`config.mk`:
```
export PLATFORM = sky130hd
export DESIGN_NAME = pc_unit
export DESIGN_NICKNAME = d
export VERILOG_FILES = /design/src/rtl/pc_unit.sv
export SDC_FILE = /design/constraint.sdc
export NUM_CORES = 1
export LEC_CHECK = 0
export CAP_MARGIN = 15
export CORE_UTILIZATION = 24
export DETAILED_ROUTE_END_ITERATION = 8
export DONT_BUFFER_PORTS = 1
export REMOVE_ABC_BUFFERS = 1
export SLEW_MARGIN = 10
export SYNTH_ARGS = -nofsm -noshare
export SYNTH_HDL_FRONTEND = slang
export SYNTH_SLANG_ARGS = --single-unit
```
`constraint.sdc`:
```
create_clock -name clk -period 5.7 [get_ports clk]
set_clock_uncertainty 0.2 [all_clocks]
set_input_delay 0.285 -clock clk [delete_from_list [all_inputs] [get_ports clk]]
set_output_delay 0.285 -clock clk [all_outputs]
set_load 0.01 [all_outputs]
```
`src/rtl/pc_unit.sv`:
```
// Program counter with increment, add-offset and subtract-offset requests.
// Requests are prioritised inc > add > sub; with no request pc holds.
// All arithmetic wraps modulo 2^WIDTH. Carry, borrow and overflow are dropped.
module pc_unit #(
  parameter int               WIDTH       = 16,
  parameter logic [WIDTH-1:0] RESET_VALUE = '0,
  parameter logic [WIDTH-1:0] INC_STEP    = WIDTH'(1)
) (
  input  logic             clk,
  input  logic             reset,
  input  logic             inc,
  input  logic             add,
  input  logic             sub,
  input  logic [WIDTH-1:0] offset,
  output logic [WIDTH-1:0] pc
);

  logic [WIDTH-1:0] pc_next;

  // Pick the next pc from the highest-priority request. offset is only read
  // on the add/sub paths, so an unknown offset cannot reach pc while idle.
  always_comb begin
    pc_next = pc;
    if (inc) begin
      pc_next = pc + INC_STEP;
    end else if (add) begin
      pc_next = pc + offset;
    end else if (sub) begin
      pc_next = pc - offset;
    end
  end

  // pc register. Reset is asynchronous and active-low. pc is driven straight
  // from this flop, so the request inputs have no combinational path to pc.
  always_ff @(posedge clk or negedge reset) begin
    if (!reset) begin
      pc <= RESET_VALUE;
    end else begin
      pc <= pc_next;
    end
  end

endmodule

```
==> summary.txt, run 1 <==
Synth
  – Syn Area/Cell: approximately 8 um^2
  – Ys async rst share: 100%
  – Synth cell types: 51
  – Synth Area in XOR/XNOR: 8.21%
  – Compound-Gate Fraction of Synth Area: between 20% and 30%
  – Mux contribution to synthesized area: ~2.2%
  – Yosys top cell area share: about 22%
  – Cell taking the most area after synthesis: dfrtp_1
  – Ranking of synthesized cells by area: dfrtp_1 (22%), ha_1 (11%), a21oi_1 (6.6%)
  – Adder-Cell Fraction of Synth Area: approximately an eighth
  – Syn Std Cell Area: about 1800 um^2
  – Yosys reg bits: 16
  – Number of synthesized flops with an enable pin: 0
  – Number of warnings issued by yosys: 0
  – Register area share after synthesis: between 20 and 25%
  – Largest family of logic cells by synthesized area: compound AO/OA/AOI/OAI gates
  – Simple-Gate Fraction of Synth Area: approximately a quarter
  – Dominant synthesized flop cell: dfrtp_1
  – Synth Instances: 233

Die
  – CORE AREA: around 7300 um^2
  – IO Pins: 37
  – Die Y: 88.9 um
  – Starting density of the core: between 20 and 25%
  – Cell Rows: 31
  – Die Wd: between 80 and 90 um
  – Die area: slightly below 8000 um^2

Worst hold path
  – Hold Crit Depth: 3
  – Min-Delay Path Class: in2reg

Place
  – Placed Area: around 1900 um^2
  – # port buffers: 0
  – Pre-CTS setup slack: about 2.5 ns
  – GPL Wtd Cong: about 0.83
  – HPWL Detailed: roughly 3.7 mm

Clock tree
  – CTS buffer count: 3
  – # H-tree levels: 1
  – CTS tree: yes
  – TritonCTS Sinks: 16
  – Clk buf depth: 2
  – Worst-path clk slew: 0.07 ns
  – Clock insertion delay at the later pin of the skew report: about 0.26 ns
  – Clock root buffer master: clkbuf_8

Layout
  – Nets: around 270
  – Max reg flops: 16
  – Share of cells above drive strength 1: a little under a tenth
  – # diodes: 0
  – Final core utilization: between 20% and 30%
  – Area Growth Syn to Fin: 9.31%
  – Design Area, Final: between 1500 and 2000 um^2
  – # fillers: 800
  – Most flops, register: pc
  – Top flop regs: pc x16
  – Commonest non-fill, non-tap cell in the layout: nor2_1
  – Most frequent cells in the layout: nor2_1 (30), a21oi_1 (24), nand2_1 (23)

Detailed routing
  – Post-Route WL: around 4.7 mm
  – 1st-iter DRT viols: approximately 140
  – Post-DR vias/cell: between 4 and 5
  – Post-DRT Antenna Nets: 0
  – Vias post-DR: around 1600
  – First-pass DRT Iterations: 4
  – Wire length per cell: between 10 and 15 um
  – DRC: 0

Power
  – Cell Pwr Density: between 400 and 500 nW/um^2
  – Comb pwr share: around 56%
  – Pint: about 0.46 mW
  – P_sw: slightly above 0.4 mW
  – Clock power frac: approximately an eighth
  – Register share of total power: a little under a third
  – Peak supply drop: a little under 100 uV
  – Sw frac: between 40% and 50%
  – Leak Pwr: roughly 0.84 nW

Worst setup path
  – Crit path buffers/inverters: 1
  – Crit path largest cell delay: around 0.34 ns
  – Worst Path Class, Setup: in2reg
  – Worst setup EP type: register
  – Crit-path cells: inv_1, ha_1, nor2b_1, nand3b_1, nor3_1, o21ai_0, a21oi_1, ha_1, a21o_1, o21bai_1, a221oi_2, o21ai_2, or3_1, o211ai_1
  – Delay-heaviest family, CP: compound AO/OA/AOI/OAI gates
  – CP max FO: 5
  – Cell mode on critical path: ha_1
  – CP arrival: around 2.9 ns
  – Crit path launch type: primary input
  – CP max-delay cell: nor3_1
  – WP depth: 14
  – Worst reg2reg path depth: 9
  – Critical Path RT: approximately 5.7 ns

STA
  – Crit share post-route: a little over 50%
  – Worst slew pin tran: 0.824 ns
  – Slew Viols, Final: 0
  – Post-layout min period: about 2.9 ns
  – Slew HR: 44.9%
  – Worst setup margin: around 2.8 ns
  – Setup TNS: 0 ns
  – RSZ-0062 raised after global routing: false
  – Final setup fails: 0
  – Achievable Freq: between 300 and 400 MHz
  – Endpoints failing hold: 0

Global routing
  – Largest net degree at the start of global routing: 21
  – Total gr overflow: 0
  – Vias in the first global route: roughly 1600
  – GRT Overall Usage: 12.5%
  – First-pass GRT wire length: around 7.7 mm
  – Antenna violations before repair: 0

Status
  – Status: finished, final reports clean

Job
  – Maxcap violations: 0
power groups by stage:
stage                     Sequential (mW)  Clock [mW]  Combinational [mW]
after detailed placement            0.281           0               0.480
after global placement              0.280           0               0.476
final                               0.275       0.107               0.491
after CTS                           0.279       0.109               0.490
after floorplan                     0.248           0               0.411
after global routing                0.289       0.112               0.556
routing by layer:
metal	track usage [%]	vias up	wire, um	share of wire, %
li1	-	837	-	-
met1	14.0	739	2020	43
met2	21.9	34	2210	47
met3	4.06	7	418	8.8
met4	5.19	0	90	1.9
met5	0	-	0	0
Yosys cell counts, types with 6 or more instances:
master    instances
a21oi_1          24
clkbuf_1          6
dfrtp_1          16
ha_1             16
inv_1            12
nand2_1          23
nor2_1           30
o21ai_0          12
or3_1             7
xnor2_1          11
xor2_1            6
through the flow:
stage	hold slack [ns]	cells	power, mW
5_1_grt	0.166	331	0.957
2_1_floorplan	-0.211	226	0.659
4_1_cts	0.130	331	0.877
3_5_place_dp	-0.210	326	0.761
6_report	0.125	331	0.872
3_3_place_gp	-0.210	326	0.756
repair_timing:
item,CTS,global route
resized for setup,0,0
buffers inserted,0,0
hold buffers,1,0
setup endpoints to repair,0,0
endpoints found under the hold margin,16,0
kinds of logic after synthesis:
| family | count (synthesis) |
|---|---|
| adder cells (fa/ha/maj) | 17 |
| AND/OR/NAND/NOR | 88 |
| buffers and inverters | 19 |
| multiplexers | 4 |
| XOR/XNOR | 17 |
| AO/OA/AOI/OAI | 72 |
| flip-flops | 16 |
path summary, 6_finish.rpt:
path	start	to	slack [ns]
setup / recovery	offset[0]	pc[15]	2.75
hold / removal	inc	pc[15]	0.12
setup reg to reg	pc[0]	pc[12]	3.28
hold reg to reg	pc[0]	pc[0]	0.37
max in group asynchronous	reset	pc[7]	4.42
min in group asynchronous	reset	pc[14]	0.36
worst register-to-register path, cell delays in order (launching register included):
cell	delay [ns]
dfrtp_1	0.41
ha_1	0.23
inv_1	0.07
fa_1	0.40
nor2b_1	0.16
o31a_1	0.20
o211ai_1	0.19
a21oi_1	0.20
mux2i_1	0.20
nor2_1	0.06
final cells by class:
type	count	area [um^2]	area share (%)
inverters	12	45.0	2.27
repair buffers	2	17.5	0.883
well taps	99	124	6.25
clock buffers	4	55.1	2.78
flip-flops and latches	16	400	20.2
multi-input cells	198	1340	67.6
No activity file was read; power rests on OpenSTA's default activity.
==> inputs of run 2 (changes only) <==
- clock period: 5.7 -> 2.7 ns (I/O delays scaled with it)
==> summary.txt, run 2 (same netlist as run 1, synthesis figures left out) <==
Layout
  – Max reg flops: 16
  – Most flops, register: pc
  – Commonest non-fill, non-tap cell in the layout: buf_4
  – # diodes: 0
  – Final core utilization: 33.0%
  – Share of cells above drive strength 1: between 20% and 30%
  – Most frequent cells in the layout: buf_4 (31), nor2_1 (30), nand2_1 (23)
  – Nets: 307
  – Top flop regs: pc x16
  – Final Non-Filler Cells: about 370
  – Area Growth Syn to Fin: 32.5%

Worst setup path
  – Critical Path RT: 2.68 ns
  – Crit-path cells: clkinv_8, ha_4, nor2b_4, nand3b_1, nor3_4, or3_4, a21oi_2, ha_1, a21o_1, o21bai_4, a221oi_4, o21ai_4, or3_1, o211ai_1
  – Crit path largest cell delay: around 0.38 ns
  – R2r startpoint: pc[0]
  – Crit path launch type: primary input
  – CP max-delay cell: or3_1
  – Reg2Reg Setup Slack: 0.23 ns
  – Worst Path Class, Setup: in2reg
  – Worst setup EP type: register
  – CP arrival: around 2.7 ns
  – CP max FO: 4
  – Crit path from: offset[1]

STA
  – Setup TNS: -0.0146 ns
  – Post-layout min period: approximately 2.7 ns
  – Crit share post-route: 101%
  – Slew HR: approximately 44%
  – Final setup fails: 1
  – Worst setup margin: -0.0146 ns
  – Worst slew pin tran: approximately 0.83 ns
  – Endpoints failing hold: 0
  – Achievable Freq: 368 MHz
  – RSZ-0062 raised after global routing: true
  – Slew Viols, Final: 0

Die
  – Die Wd: 88.9 um
  – Cell Rows: 31
  – Die area: between 7000 and 8000 um^2
  – CORE AREA: approximately 7300 um^2
  – IO Pins: 37
  – Starting density of the core: about 25%
  – Die Y: between 80 and 90 um

Global routing
  – Antenna violations before repair: 0
  – Largest net degree at the start of global routing: 21
  – GRT Overall Usage: 13.9%
  – First-pass GRT wire length: about 8.4 mm
  – Total gr overflow: 0
  – Vias in the first global route: ~1700

Place
  – Post-Place Cells: approximately 350
  – GPL Wtd Cong: around 0.86
  – # port buffers: 0
  – HPWL Detailed: approximately 4.0 mm
  – Pre-CTS setup slack: -0.299 ns

Clock tree
  – # H-tree levels: 1
  – CTS tree: yes
  – CTS buffer count: 3
  – Clock root buffer master: clkbuf_8
  – TritonCTS Sinks: 16
  – Clk buf depth: 2
  – Worst-path clk slew: 0.07 ns
  – Clock insertion delay at the later pin of the skew report: ~0.27 ns

Power
  – Cell Pwr Density: slightly above 900 nW/um^2
  – Overall power: around 2.2 mW
  – Leak Pwr: around 1.0 nW
  – Peak supply drop: roughly 210 uV

Detailed routing
  – Post-DR vias/cell: a little under 5
  – Wire length per cell: 14.7 um
  – 1st-iter DRT viols: 84
  – First-pass DRT Iterations: 4
  – DRC: 0
  – Post-Route WL: 5.40 mm
  – Vias post-DR: 1772
  – Post-DRT Antenna Nets: 0

Status
  – Status: finished with violations
  – Failing checks: negative setup slack

Worst hold path
  – Min-Delay Path Class: in2reg
  – Hold path startpoint: inc

Job
  – Maxcap violations: 0
## run 2: changes by cell type in the layout (fill, tap and decap cells not counted), moves of 2 or more
cell           delta
a21oi_1           -5
a21oi_2           +5
buf_4            +30
dlygate4sd3_1     +5
inv_1             -2
nor2b_1           -2
nor3_1            -2
or3_1             -2
or3_4             +2
## run 2: critical path, delay by kind of cell
family / cells / cell delay [ns]
and+or+nand+nor: 5 / 1.14
AOI/OAI and AO/OA: 6 / 0.98
adders and majority gates: 2 / 0.40
buffers and inverters: 1 / 0.03
## run 2: final cells by class
cell class | instances | area [um^2]
clock buffer | 4 | 55.1
fill | 776 | 4890
inverter | 12 | 65.1
tap | 99 | 124
multi-input combinational | 198 | 1460
sequential | 16 | 400
timing repair buffer | 38 | 304
## run 2: routing by layer
layer / global-route usage (%) / up-vias / share of wire [%]
li1: - / 910 / -
met1: 17.4 / 820 / 43
met2: 22.7 / 33 / 48
met3: 2.77 / 9 / 5.9
met4: 6.78 / 0 / 2.3
met5: 0 / - / 0
## run 2: timing repair
item,4_1_cts,5_1_grt
buffers inserted,0,5
endpoints found under the hold margin,19,0
hold buffers,6,0
endpoints found under the setup margin,1,5
pin swaps,0,19
resized for setup,1,33
## run 2: path summary, 6_finish.rpt
| path | end | cells after the start |
|---|---|---|
| min in group asynchronous | pc[14] | 1 |
| max | pc[15] | 14 |
| min | pc[15] | 3 |
| min reg2reg | pc[0] | 2 |
| max in group asynchronous | pc[2] | 1 |
| max reg2reg | pc[12] | 10 |
## run 2: through the flow
stage	area, um^2	hold slack (ns)
floorplan	1790	-0.361
global placement	2110	-0.360
detailed placement	2110	-0.360
CTS	2230	0.0162
global route	2400	0.0108
finish	2400	0.00596
## run 2: where the power goes
part	leakage, nW	internal (mW)	switching, mW
Sequential	0.185	0.370	0.206
Clock	0.0288	0.130	0.0997
Combinational	0.823	0.742	0.691
Total	1.04	1.24	0.997
